## src/rtl/tile_dma_pkg.sv

```systemverilog
// Shared types for the tile DMA arbiter: FSM states and transfer direction.
package tile_dma_pkg;

  typedef enum logic [1:0] {
    S_IDLE    = 2'd0,
    S_ISSUE   = 2'd1,
    S_WAIT    = 2'd2,
    S_RELEASE = 2'd3
  } state_t;

  typedef enum logic {
    DIR_LOAD  = 1'b0,
    DIR_STORE = 1'b1
  } dir_t;

  localparam int unsigned N_REQ_MIN = 2;
  localparam int unsigned N_REQ_MAX = 8;

endpackage : tile_dma_pkg

```

## src/rtl/tile_dma_arbiter_rr_pick.sv

```systemverilog
// Combinational round-robin picker: first set bit of mask_i at or above ptr_i, wrapping.
module rr_pick #(
  parameter int unsigned N = 4
) (
  input  logic [N-1:0]         mask_i,
  input  logic [$clog2(N)-1:0] ptr_i,
  output logic                 valid_c_o,
  output logic [N-1:0]         onehot_c_o,
  output logic [$clog2(N)-1:0] idx_c_o
);

  localparam int unsigned IDX_W = $clog2(N);

  int unsigned pos;

  always_comb begin
    valid_c_o  = 1'b0;
    onehot_c_o = '0;
    idx_c_o    = '0;
    pos        = 0;
    for (int unsigned k = 0; k < N; k++) begin
      pos = (32'(ptr_i) + k) % N;
      if (!valid_c_o && mask_i[pos]) begin
        valid_c_o       = 1'b1;
        onehot_c_o[pos] = 1'b1;
        idx_c_o         = IDX_W'(pos);
      end
    end
  end

endmodule : rr_pick

```

## src/rtl/tile_dma_arbiter.sv

```systemverilog
// Shares one tile DMA engine between N_REQ requesters: store-priority round-robin,
// one transfer outstanding, start/done handshake and an optional completion watchdog.
module tile_dma_arbiter
  import tile_dma_pkg::*;
#(
  parameter int unsigned N_REQ      = 4,
  parameter int unsigned X_W        = 6,
  parameter int unsigned Y_W        = 6,
  parameter int unsigned STORE_PRIO = 1,
  parameter int unsigned TIMEOUT    = 0
) (
  input  logic                     clk,
  input  logic                     rst_n,
  input  logic [N_REQ-1:0]         req_i,
  input  logic [N_REQ-1:0]         req_dir_i,
  input  logic [N_REQ*X_W-1:0]     req_x_i,
  input  logic [N_REQ*Y_W-1:0]     req_y_i,
  input  logic [N_REQ-1:0]         req_buf_i,
  output logic [N_REQ-1:0]         gnt_o,
  output logic [N_REQ-1:0]         done_o,
  output logic                     dma_start_o,
  output logic                     dma_dir_o,
  output logic [X_W-1:0]           dma_x_o,
  output logic [Y_W-1:0]           dma_y_o,
  output logic                     dma_buf_o,
  input  logic                     dma_done_i,
  output logic                     busy_o,
  output logic [$clog2(N_REQ)-1:0] owner_o,
  output logic                     err_timeout_o
);

  localparam int unsigned IDX_W = $clog2(N_REQ);
  localparam int unsigned WD_W  = (TIMEOUT > 0) ? $clog2(TIMEOUT + 1) : 1;

  state_t             state_q, state_d;
  logic [IDX_W-1:0]   rr_ptr_q, rr_ptr_d;
  logic [IDX_W-1:0]   owner_q, owner_d;
  dir_t               dir_q, dir_d;
  logic [X_W-1:0]     x_q, x_d;
  logic [Y_W-1:0]     y_q, y_d;
  logic               buf_q, buf_d;
  logic [WD_W-1:0]    wdog_q, wdog_d;
  logic               err_q, err_d;
  logic [N_REQ-1:0]   gnt_q, gnt_d;
  logic [N_REQ-1:0]   done_q, done_d;
  logic               start_q, start_d;
  logic               busy_q, busy_d;

  logic [N_REQ-1:0]   store_mask;
  logic [N_REQ-1:0]   pick_mask;
  logic               pick_valid;
  logic [N_REQ-1:0]   pick_onehot;
  logic [IDX_W-1:0]   pick_idx;
  logic [N_REQ-1:0]   owner_onehot;
  int unsigned        sel_x;
  int unsigned        sel_y;

  // Stores only compete among themselves whenever any store is pending.
  always_comb begin
    store_mask = req_i & req_dir_i;
    pick_mask  = req_i;
    if (STORE_PRIO != 0 && |store_mask) begin
      pick_mask = store_mask;
    end
  end

  rr_pick #(
    .N (N_REQ)
  ) u_rr_pick (
    .mask_i     (pick_mask),
    .ptr_i      (rr_ptr_q),
    .valid_c_o  (pick_valid),
    .onehot_c_o (pick_onehot),
    .idx_c_o    (pick_idx)
  );

  assign owner_onehot = {{(N_REQ-1){1'b0}}, 1'b1} << owner_q;
  assign sel_x        = 32'(pick_idx) * X_W;
  assign sel_y        = 32'(pick_idx) * Y_W;

  always_comb begin
    state_d  = state_q;
    rr_ptr_d = rr_ptr_q;
    owner_d  = owner_q;
    dir_d    = dir_q;
    x_d      = x_q;
    y_d      = y_q;
    buf_d    = buf_q;
    wdog_d   = wdog_q;
    err_d    = err_q;
    gnt_d    = '0;
    done_d   = '0;
    start_d  = 1'b0;

    case (state_q)
      S_IDLE: begin
        if (pick_valid) begin
          owner_d = pick_idx;
          dir_d   = dir_t'(req_dir_i[pick_idx]);
          x_d     = req_x_i[sel_x +: X_W];
          y_d     = req_y_i[sel_y +: Y_W];
          buf_d   = req_buf_i[pick_idx];
          wdog_d  = '0;
          gnt_d   = pick_onehot;
          start_d = 1'b1;
          state_d = S_ISSUE;
        end
      end
      S_ISSUE: begin
        if (dma_done_i) begin
          done_d  = owner_onehot;
          state_d = S_RELEASE;
        end else begin
          state_d = S_WAIT;
        end
      end
      S_WAIT: begin
        if (dma_done_i) begin
          done_d  = owner_onehot;
          state_d = S_RELEASE;
        end else if (TIMEOUT != 0) begin
          // wdog_q holds completed WAIT cycles; this one is the TIMEOUT-th.
          if (32'(wdog_q) + 1 >= TIMEOUT) begin
            err_d   = 1'b1;
            done_d  = owner_onehot;
            state_d = S_RELEASE;
          end else begin
            wdog_d = wdog_q + 1'b1;
          end
        end
      end
      S_RELEASE: begin
        rr_ptr_d = (owner_q == IDX_W'(N_REQ - 1)) ? '0 : owner_q + 1'b1;
        state_d  = S_IDLE;
      end
      default: begin
        state_d = S_IDLE;
      end
    endcase

    busy_d = (state_d != S_IDLE);
  end

  always_ff @(posedge clk or negedge rst_n) begin
    if (!rst_n) begin
      state_q  <= S_IDLE;
      rr_ptr_q <= '0;
      owner_q  <= '0;
      dir_q    <= DIR_LOAD;
      x_q      <= '0;
      y_q      <= '0;
      buf_q    <= 1'b0;
      wdog_q   <= '0;
      err_q    <= 1'b0;
      gnt_q    <= '0;
      done_q   <= '0;
      start_q  <= 1'b0;
      busy_q   <= 1'b0;
    end else begin
      state_q  <= state_d;
      rr_ptr_q <= rr_ptr_d;
      owner_q  <= owner_d;
      dir_q    <= dir_d;
      x_q      <= x_d;
      y_q      <= y_d;
      buf_q    <= buf_d;
      wdog_q   <= wdog_d;
      err_q    <= err_d;
      gnt_q    <= gnt_d;
      done_q   <= done_d;
      start_q  <= start_d;
      busy_q   <= busy_d;
    end
  end

  assign gnt_o         = gnt_q;
  assign done_o        = done_q;
  assign dma_start_o   = start_q;
  assign dma_dir_o     = dir_q;
  assign dma_x_o       = x_q;
  assign dma_y_o       = y_q;
  assign dma_buf_o     = buf_q;
  assign busy_o        = busy_q;
  assign owner_o       = owner_q;
  assign err_timeout_o = err_q;

endmodule : tile_dma_arbiter

```

## config.mk

```make
export PLATFORM = sky130hd
export DESIGN_NAME = tile_dma_arbiter
export DESIGN_NICKNAME = d
export VERILOG_FILES = /design/src/rtl/tile_dma_pkg.sv /design/src/rtl/tile_dma_arbiter_rr_pick.sv /design/src/rtl/tile_dma_arbiter.sv
export SDC_FILE = /design/constraint.sdc
export NUM_CORES = 1
export LEC_CHECK = 0
export ABC_CLOCK_PERIOD_IN_PS = 5360
export CORE_UTILIZATION = 46
export DETAILED_ROUTE_END_ITERATION = 8
export PLACE_DENSITY = 0.95
export SYNTH_ARGS = -nofsm -noshare
export SYNTH_HDL_FRONTEND = slang
export SYNTH_HIERARCHICAL = 1
export SYNTH_SLANG_ARGS = --single-unit
export TNS_END_PERCENT = 20
```

## constraint.sdc

```tcl
create_clock -name clk -period 5.36 [get_ports clk]
set_clock_uncertainty 0.15 [all_clocks]
set_input_delay 0.804 -clock clk [delete_from_list [all_inputs] [get_ports clk]]
set_output_delay 0.804 -clock clk [all_outputs]
set_load 0.02 [all_outputs]
```

==> run summary, run 1 <==
1st-pass router iterations: 4
grt ovf: 0
setup TNS: 0 ns
Fillers: 296
dpl ws: 0.799 ns
Starting Density: 49.5%
Worst-Skew Late Latency: 0.28 ns
unrepaired setup endpoints after global routing: false
most frequent cells in the layout: clkdlybuf4s50_1 (88), dfrtp_1 (30), mux2i_1 (29), nand2_1 (16), o221ai_1 (14)
first-pass GRT wire length: 8.19 mm
sequential share of the synthesized area: 36.8%
CTS sink count: 30
worst-margin pin slew: 1.00 ns
Ant. Diodes: 0
Slew Viols, Final: 0
CP arrival: 4.32 ns
drt wl/cell: 17.4 um
clock-pin slew of the registers on the worst-case setup and hold paths: 0.06 ns
synth warn: 6
largest net degree at the start of global routing: 31
Core ar.: 4120 sq um
Clock Path Buffers: 2
CP Launch Type: input pin
Max-Cap Viols: 0
final WL: 5.60 mm
outcome: finished clean
Top Ports: 90
CTS tree: yes
Synth cell types: 38
H-tree levels: 2
Hold Crit Class: reg -> reg
clock root buffer: clkbuf_8
antenna-violating nets left: 0
fin crit period: 4.33 ns
Final WS setup: 1.03 ns
die width: 68.6 um
Die H: 68.6 um
# port buffers: 88
antenna violations before repair: 0
Initial DRC Count: 140
commonest non-fill, non-tap cell in the layout: clkdlybuf4s50_1
post-route clock period utilization: 80.7%
gpl congestion: 0.805
Synth Instances: 184
post-layout util: 73.4%
Post CTS Setup Buffer Count: 0
detailed placement HPWL: 4.29 mm
Syn Nets: 260
Synth Register Bits: 30
# resized after CTS: 0
TritonCTS Buffers: 5
Via density: 5.80
syn avg cell area: 11.1 sq um
Max IR drop VDD: 0.000490 V
fin nets: 346
Power per Cell Area: 620 nW/um^2
Fmax achieved: 231 MHz
area grow syn2layout: 48.2%
Lkg Pwr: 1.33 nW
Slew HR: 33.2%
Vias: 1,861
capturing element type of the critical path: flip-flop
Final Hold Vio Count: 0
Crit Path Class: in -> reg
Syn Std Cell Area: 2040 sq um
Post-CTS Hold Fix Bufs: 0
DRC Markers: 0
gr usage total: 24.1%
vias in the first global route: 1,747
crit-path max FO: 29
Core Rows: 23
layout cell share with drive strength beyond 1: 8.49%
die area: 4700 sq um
endpoints failing setup: 0
required time worst endpoint: 5.36 ns
[where the power goes]
| group | internal [mW] | switching, mW |
|---|---|---|
| sequential | 0.333 | 0.0787 |
| combinational | 0.579 | 0.672 |
| clock | 0.129 | 0.0819 |
| total | 1.04 | 0.833 |
[layout make-up]
type                       count  area [sq um]  area share [%]
clock buffer                   8           110            3.65
inverter                       9          38.8            1.28
multi-input combinational    135          1170            38.7
sequential                    30           751            24.9
tap                           50          62.6            2.07
timing repair buffer          89           888            29.4
[worst max-delay path, cell delays in order]
cell and delay (ns):
clkdlybuf4s50_1 0.45, a222oi_1 0.41, a21boi_2 0.27, o21a_1 0.22, mux4_1 0.36, inv_1 0.08
o311ai_0 0.32, a32o_2 0.86, mux2i_1 0.36, o221ai_1 0.16
[final timing paths]
check,from,endpoint,slack [ns],cells past startpoint
worst max-delay path,req_dir_i[0],dma_y_o[2],1.03,10
worst min-delay path,dma_x_o[0],dma_x_o[0],0.34,2
worst max register to register,rr_ptr_q[0],dma_y_o[2],1.65,7
worst min register to register,dma_x_o[0],dma_x_o[0],0.34,2
max in group asynchronous,rst_n,gnt_o[3],4.01,2
min in group asynchronous,rst_n,dma_y_o[2],0.77,2
[state kept, by name, indices dropped and copies added, names as in the netlist]
register / count
busy_o: 1
dma_buf_o: 1
dma_dir_o: 1
dma_start_o: 1
dma_x_o: 6
dma_y_o: 6
done_o: 4
gnt_o: 4
owner_o: 2
rr_ptr_q: 2
state_q: 2
[Yosys cell counts]
master | n | area share, %
a211oi_1 | 1 | 0.37
a21boi_2 | 1 | 0.55
a21oi_1 | 1 | 0.25
a222oi_1 | 1 | 0.49
a22oi_1 | 8 | 2.9
a32o_1 | 1 | 0.49
and2b_1 | 1 | 0.37
and2b_2 | 1 | 0.43
and3_1 | 8 | 2.5
buf_2 | 1 | 0.25
buf_4 | 3 | 1.1
buf_6 | 4 | 2.2
clkbuf_1 | 2 | 0.37
conb_1 | 1 | 0.18
dfrtp_1 | 30 | 37
ha_1 | 13 | 8.0
inv_1 | 8 | 1.5
inv_6 | 1 | 0.43
mux2_2 | 4 | 2.2
mux2i_1 | 29 | 14
mux4_1 | 2 | 2.6
mux4_2 | 2 | 2.2
nand2_1 | 16 | 2.9
nand2_4 | 2 | 1.1
nand2b_1 | 1 | 0.31
nand2b_4 | 1 | 0.68
nor2_1 | 6 | 1.1
nor3_1 | 2 | 0.49
nor4_1 | 1 | 0.31
nor4b_4 | 1 | 1.2
o211ai_1 | 1 | 0.37
o21a_1 | 5 | 1.8
o21ai_0 | 7 | 1.7
o221ai_1 | 14 | 6.0
o22a_1 | 1 | 0.43
o22ai_1 | 1 | 0.31
o311ai_0 | 1 | 0.43
o31ai_1 | 1 | 0.37
[kinds of logic (layout without fill, tap and decap cells)]
group           after synthesis  count (layout)  synth area share, %
simple gates                 40              40                 11.4
compound gates               44              44                 16.6
fa+ha+maj                    13              13                 7.98
buf+inv                      19             106                 5.83
other cells                   1               1                0.184
flops                        30              30                 36.8
mux                          37              37                 21.2
[stage by stage]
step	power [mW]	instances	hold WS, ns	instance area (sq um)
4_1_cts	1.88	321	0.341	3020
6_report	1.87	321	0.343	3020
3_5_place_dp	1.66	313	0.329	2910
3_3_place_gp	1.60	313	0.319	2910
5_1_grt	1.99	321	0.359	3020
2_1_floorplan	1.33	184	0.358	2040
[layer usage]
| metal | vias up | GRT usage [%] | share of wire (%) |
|---|---|---|---|
| met5 | - | 0 | 0 |
| met4 | 0 | 8.33 | 2.0 |
| met3 | 12 | 6.74 | 7.1 |
| met2 | 87 | 43.3 | 53 |
| met1 | 899 | 27.2 | 38 |
| li1 | 863 | - | - |
(Power assumes the default switching activity.)
==> inputs of run 2 (changes only) <==
--- a/config.mk
+++ b/config.mk
@@ -5,10 +5,10 @@
 export SDC_FILE = /design/constraint.sdc
 export NUM_CORES = 1
 export LEC_CHECK = 0
-export ABC_CLOCK_PERIOD_IN_PS = 5360
-export CORE_UTILIZATION = 46
+export ABC_CLOCK_PERIOD_IN_PS = 3500
+export CORE_UTILIZATION = 38
 export DETAILED_ROUTE_END_ITERATION = 8
-export PLACE_DENSITY = 0.95
+export PLACE_DENSITY = 0.85
 export SYNTH_ARGS = -nofsm -noshare
 export SYNTH_HDL_FRONTEND = slang
 export SYNTH_HIERARCHICAL = 1
==> constraint.sdc (replaced) <==
create_clock -name clk -period 3.5 [get_ports clk]
set_clock_uncertainty 0.15 [all_clocks]
set_input_delay 0.525 -clock clk [delete_from_list [all_inputs] [get_ports clk]]
set_output_delay 0.525 -clock clk [all_outputs]
set_load 0.02 [all_outputs]
==> run summary, run 2 (synthesized netlist as in run 1, its figures left out) <==
post-route clock period utilization: 100%
final WL: 6.27 mm
Core ar.: 5140 sq um
Post-Layout Cell Count: 362
flop2flop setup slack: 0.56 ns
Net Sw Power: 1.48 mW
Comb pwr share: 74.5%
Fillers: 407
first-pass GRT wire length: 8.12 mm
gpl congestion: 0.934
GR peak layer: met2
M2 GR Usage: 34.3%
Vias: 1,972
Hold Crit Class: reg -> reg
layout cell share with drive strength beyond 1: 18.5%
CTS tree: yes
CP Launch Type: input pin
Worst-Skew Late Latency: 0.27 ns
failing checks: negative setup slack
# port buffers: 88
placed insts: 348
sequential share of power: 17.4%
crit-path max FO: 7
Final WS setup: -0.00312 ns
outcome: finished, violations left
CTS sink count: 30
TritonCTS Buffers: 5
required time worst endpoint: 3.49 ns
Starting Density: 39.7%
grt ovf: 0
GR Layer Usage met1: 22.4%
vias in the first global route: 1,813
R2R Path End: dma_y_o[1]
fin crit period: 3.50 ns
Via density: 5.45
die area: 5660 sq um
Initial DRC Count: 131
Power per Cell Area: 1040 nW/um^2
clock share of power: 8.2%
Slew Viols, Final: 0
Slew HR: 57.7%
DRC Markers: 0
Lkg Pwr: 1.47 nW
1st-pass router iterations: 4
met3 Usage GRT: 3.48%
Die H: 75.2 um
Max-Cap Viols: 0
clock-pin slew of the registers on the worst-case setup and hold paths: 0.06 ns
worst-margin pin slew: 0.629 ns
Critical Path Source: req_i[1]
most frequent cells in the layout: clkdlybuf4s50_1 (85), dfrtp_1 (30), mux2i_1 (24), nand2_1 (16), buf_4 (16)
clock root buffer: clkbuf_8
dpl ws: -0.346 ns
die width: 75.2 um
capturing element type of the critical path: flip-flop
Clock Path Buffers: 2
Max IR drop VDD: 0.000502 V
Reg2Reg Depth: 10
worst reg2reg startpoint: rr_ptr_q[1]
antenna-violating nets left: 0
Top Ports: 90
detailed placement HPWL: 4.28 mm
post-layout power: 3.44 mW
gr usage total: 19.0%
switching share of power: 42.9%
H-tree levels: 2
Ant. Diodes: 0
endpoints failing setup: 1
fin nets: 367
Critical path destination: dma_y_o[1]
largest net degree at the start of global routing: 31
CP arrival: 3.49 ns
Core Rows: 26
antenna violations before repair: 0
area grow syn2layout: 63.0%
Crit Path Class: in -> reg
drt wl/cell: 17.3 um
Fmax achieved: 285 MHz
commonest non-fill, non-tap cell in the layout: clkdlybuf4s50_1
Final Hold Vio Count: 0
P_int: 1.97 mW
==> run 2: cell count changes in the layout (fill, tap and decap cells not counted), sizes merged <==
cell and change:
clkinv +1, buf +19, dlymetal6s2s +3, clkdlybuf4s50 -3, clkbuf +1
==> run 2: layout make-up <==
class	instances	area (sq um)	area share, %
flip-flops and latches	30	751	22.6
multi-input cells	135	1220	36.9
inverters	9	38.8	1.17
clock buffers	7	86.3	2.60
repair buffers	110	1130	34.0
well taps	70	87.6	2.64
clock inverters	1	5.00	0.151
==> run 2: power groups by stage <==
| stage | combinational (mW) | clock (mW) | sequential (mW) |
|---|---|---|---|
| detailed placement | 2.15 | 0 | 0.599 |
| finish | 2.56 | 0.281 | 0.598 |
| CTS | 2.16 | 0.282 | 0.594 |
| global placement | 2.07 | 0 | 0.591 |
| global route | 2.71 | 0.303 | 0.610 |
| floorplan | 1.27 | 0 | 0.762 |
==> run 2: critical path, cell delays in order <==
cell and delay [ns]:
clkdlybuf4s50_1 0.48, a222oi_1 0.10, a21boi_2 0.18, o21a_1 0.23, mux4_2 0.53, buf_4 0.19, nor3_1 0.30, a32o_2 0.28
buf_12 0.14, buf_6 0.15, mux2i_1 0.23, o221ai_1 0.16
==> run 2: worst min path at each step <==
stage | from | end | slack (ns) | depth (start not counted)
finish | dma_x_o[1] | dma_x_o[1] | 0.34 | 2
global route | dma_x_o[1] | dma_x_o[1] | 0.37 | 2
CTS | dma_y_o[4] | dma_y_o[4] | 0.34 | 2
detailed placement | dma_x_o[1] | dma_x_o[1] | 0.33 | 2
global placement | dma_x_o[4] | dma_x_o[4] | 0.32 | 2
floorplan | rst_n | busy_o | 0.08 | 0
==> run 2: routing by layer <==
| layer | routed length [um] | share of wire (%) | vias up |
|---|---|---|---|
| li1 | - | - | 904 |
| met1 | 2450 | 39 | 955 |
| met2 | 3190 | 51 | 91 |
| met3 | 395 | 6.3 | 22 |
| met4 | 231 | 3.7 | 0 |
| met5 | 0 | 0 | - |
==> run 2: through the flow <==
step / hold WS, ns / setup TNS, ns / area, sq um / util (%)
finish: 0.338 / -0.00312 / 3320 / 64.7
global route: 0.366 / -1.05 / 3320 / 64.7
CTS: 0.342 / 0 / 3160 / 61.6
detailed placement: 0.329 / -4.28 / 3070 / 59.8
global placement: 0.319 / -0.484 / 3070 / 59.8
floorplan: 0.0794 / 0 / 2040 / -
==> run 2: what timing repair did <==
action,in CTS,in global routing
setup buffers,0,4
gates resized for setup,1,17
gates cloned,0,2
setup endpoints to repair,9,14
pin swaps,0,7
hold buffers,0,0
==> inputs of run 3 (changes only) <==
--- a/config.mk
+++ b/config.mk
@@ -5,10 +5,13 @@
 export SDC_FILE = /design/constraint.sdc
 export NUM_CORES = 1
 export LEC_CHECK = 0
+export ABC_AREA = 0
 export ABC_CLOCK_PERIOD_IN_PS = 3500
-export CORE_UTILIZATION = 38
+export CELL_PAD_IN_SITES_DETAIL_PLACEMENT = 1
+export CELL_PAD_IN_SITES_GLOBAL_PLACEMENT = 1
+export CORE_UTILIZATION = 28
 export DETAILED_ROUTE_END_ITERATION = 8
-export PLACE_DENSITY = 0.85
+export PLACE_DENSITY = 0.84
 export SYNTH_ARGS = -nofsm -noshare
 export SYNTH_HDL_FRONTEND = slang
 export SYNTH_HIERARCHICAL = 1
==> run summary, run 3 (synthesized netlist as in run 1, its figures left out) <==
outcome: finished clean
1st-pass router iterations: 4
clock-pin slew of the registers on the worst-case setup and hold paths: 0.08 ns
worst-margin pin slew: 0.475 ns
largest net degree at the start of global routing: 31
Max-Cap Viols: 0
Core Rows: 30
endpoints failing setup: 0
unrepaired setup endpoints after global routing: false
antenna violations before repair: 0
post-route clock period utilization: 98.7%
M1 WL: 2.77 mm
Cells on Worst Hold Path: 2
fin nets: 378
commonest non-fill, non-tap cell in the layout: clkdlybuf4s50_1
first-pass GRT wire length: 9.41 mm
CTS sink count: 30
Worst-Skew Late Latency: 0.29 ns
Hold Crit Class: reg -> reg
Top Ports: 90
crit-path cells: clkdlybuf4s50_1, a21boi_2, o21a_1, buf_4, mux4_2, o311ai_1, a32o_2, buf_4, clkbuf_16, mux2i_1, o221ai_1
fin crit period: 3.45 ns
detailed placement HPWL: 4.76 mm
Fillers: 760
Die H: 87.3 um
Starting Density: 29.5%
grt ovf: 0
Min Hold Slack: 0.344 ns
antenna-violating nets left: 0
max layer used: met4
Max IR drop VDD: 0.000396 V
final WL: 7.03 mm
Lkg Pwr: 1.56 nW
CP Launch Type: input pin
Post-CTS Hold Fix Bufs: 0
crit-path max FO: 6
required time worst endpoint: 3.50 ns
drt wl/cell: 17.6 um
met3 WL: 312 um
CP arrival: 3.45 ns
DRC Markers: 0
post-layout util: 50.8%
Final Hold Vio Count: 0
Clock Path Buffers: 2
area grow syn2layout: 72.1%
Reg2Reg Depth: 9
CTS tree: yes
most frequent cells in the layout: clkdlybuf4s50_1 (82), dfrtp_1 (30), buf_4 (25), mux2i_1 (24), nand2_1 (16)
die area: 7620 sq um
Initial DRC Count: 59
Crit Path Class: in -> reg
die width: 87.3 um
Crit-path slowest cell: mux4_2
vias in the first global route: 1,969
Slew Viols, Final: 0
H-tree levels: 2
Power per Cell Area: 1050 nW/um^2
Vias: 2,021
gr usage total: 15.7%
met2 wire len: 3.84 mm
crit-path max cell delay: 0.57 ns
gpl congestion: 0.841
Via density: 5.07
clock root buffer: clkbuf_8
layout cell share with drive strength beyond 1: 23.8%
Ant. Diodes: 0
Slew HR: 67.5%
TritonCTS Buffers: 5
capturing element type of the critical path: flip-flop
Fmax achieved: 289 MHz
# port buffers: 88
Top cell by count, worst path: buf_4
Core ar.: 6910 sq um
## run 3: timing repair
item,CTS,global route
buffers inserted,0,7
endpoints found under the setup margin,0,14
gates resized for setup,0,33
## run 3: layout make-up
type                       instances  area (sq um)  share of cell area (%)
multi-input combinational        137          1310                    37.2
sequential                        30           751                    21.4
inverter                           9          38.8                    1.11
clock inverter                     2          12.5                   0.357
clock buffer                       6          82.6                    2.35
tap                               96           120                    3.42
timing repair buffer             119          1200                    34.1
## run 3: per-layer routing
metal / GRT usage (%) / vias to the layer above
met5: 0 / -
met2: 29.2 / 62
li1: - / 938
met4: 4.92 / 0
met3: 2.09 / 7
met1: 18.6 / 1014
## run 3: final timing paths
check | slack, ns | end | startpoint
hold / removal | 0.34 | dma_y_o[5] | dma_y_o[5]
max in group asynchronous | 2.41 | dma_y_o[2] | rst_n
setup / recovery | 0.05 | dma_y_o[4] | req_dir_i[2]
setup reg to reg | 0.56 | dma_y_o[4] | rr_ptr_q[1]
hold reg to reg | 0.34 | dma_y_o[5] | dma_y_o[5]
min in group asynchronous | 0.48 | gnt_o[0] | rst_n
## run 3: per-stage QoR
stage / worst slack [ns] / TNS, ns / cells / cell area (sq um) / total power [mW]
after floorplan: 0.364 / 0 / 184 / 2040 / 2.03
after global placement: -0.126 / -0.700 / 380 / 3150 / 2.76
after detailed placement: -0.286 / -2.96 / 380 / 3150 / 2.83
after CTS: 0.00774 / 0 / 388 / 3250 / 3.14
after global routing: 0.00270 / 0 / 399 / 3510 / 3.90
final: 0.0456 / 0 / 399 / 3510 / 3.68
## run 3: where the power goes
part	total, mW	internal [mW]	switching (mW)	leakage, nW
clock	0.300	0.158	0.142	0.0472
sequential	0.596	0.510	0.0869	0.380
combinational	2.78	1.40	1.38	1.13
## run 3: worst max-delay path: cells and delay by family
kind                   cells  cell delay [ns]
AO/OA/AOI/OAI              5             1.12
buffers and inverters      4             1.00
multiplexers               2             0.81
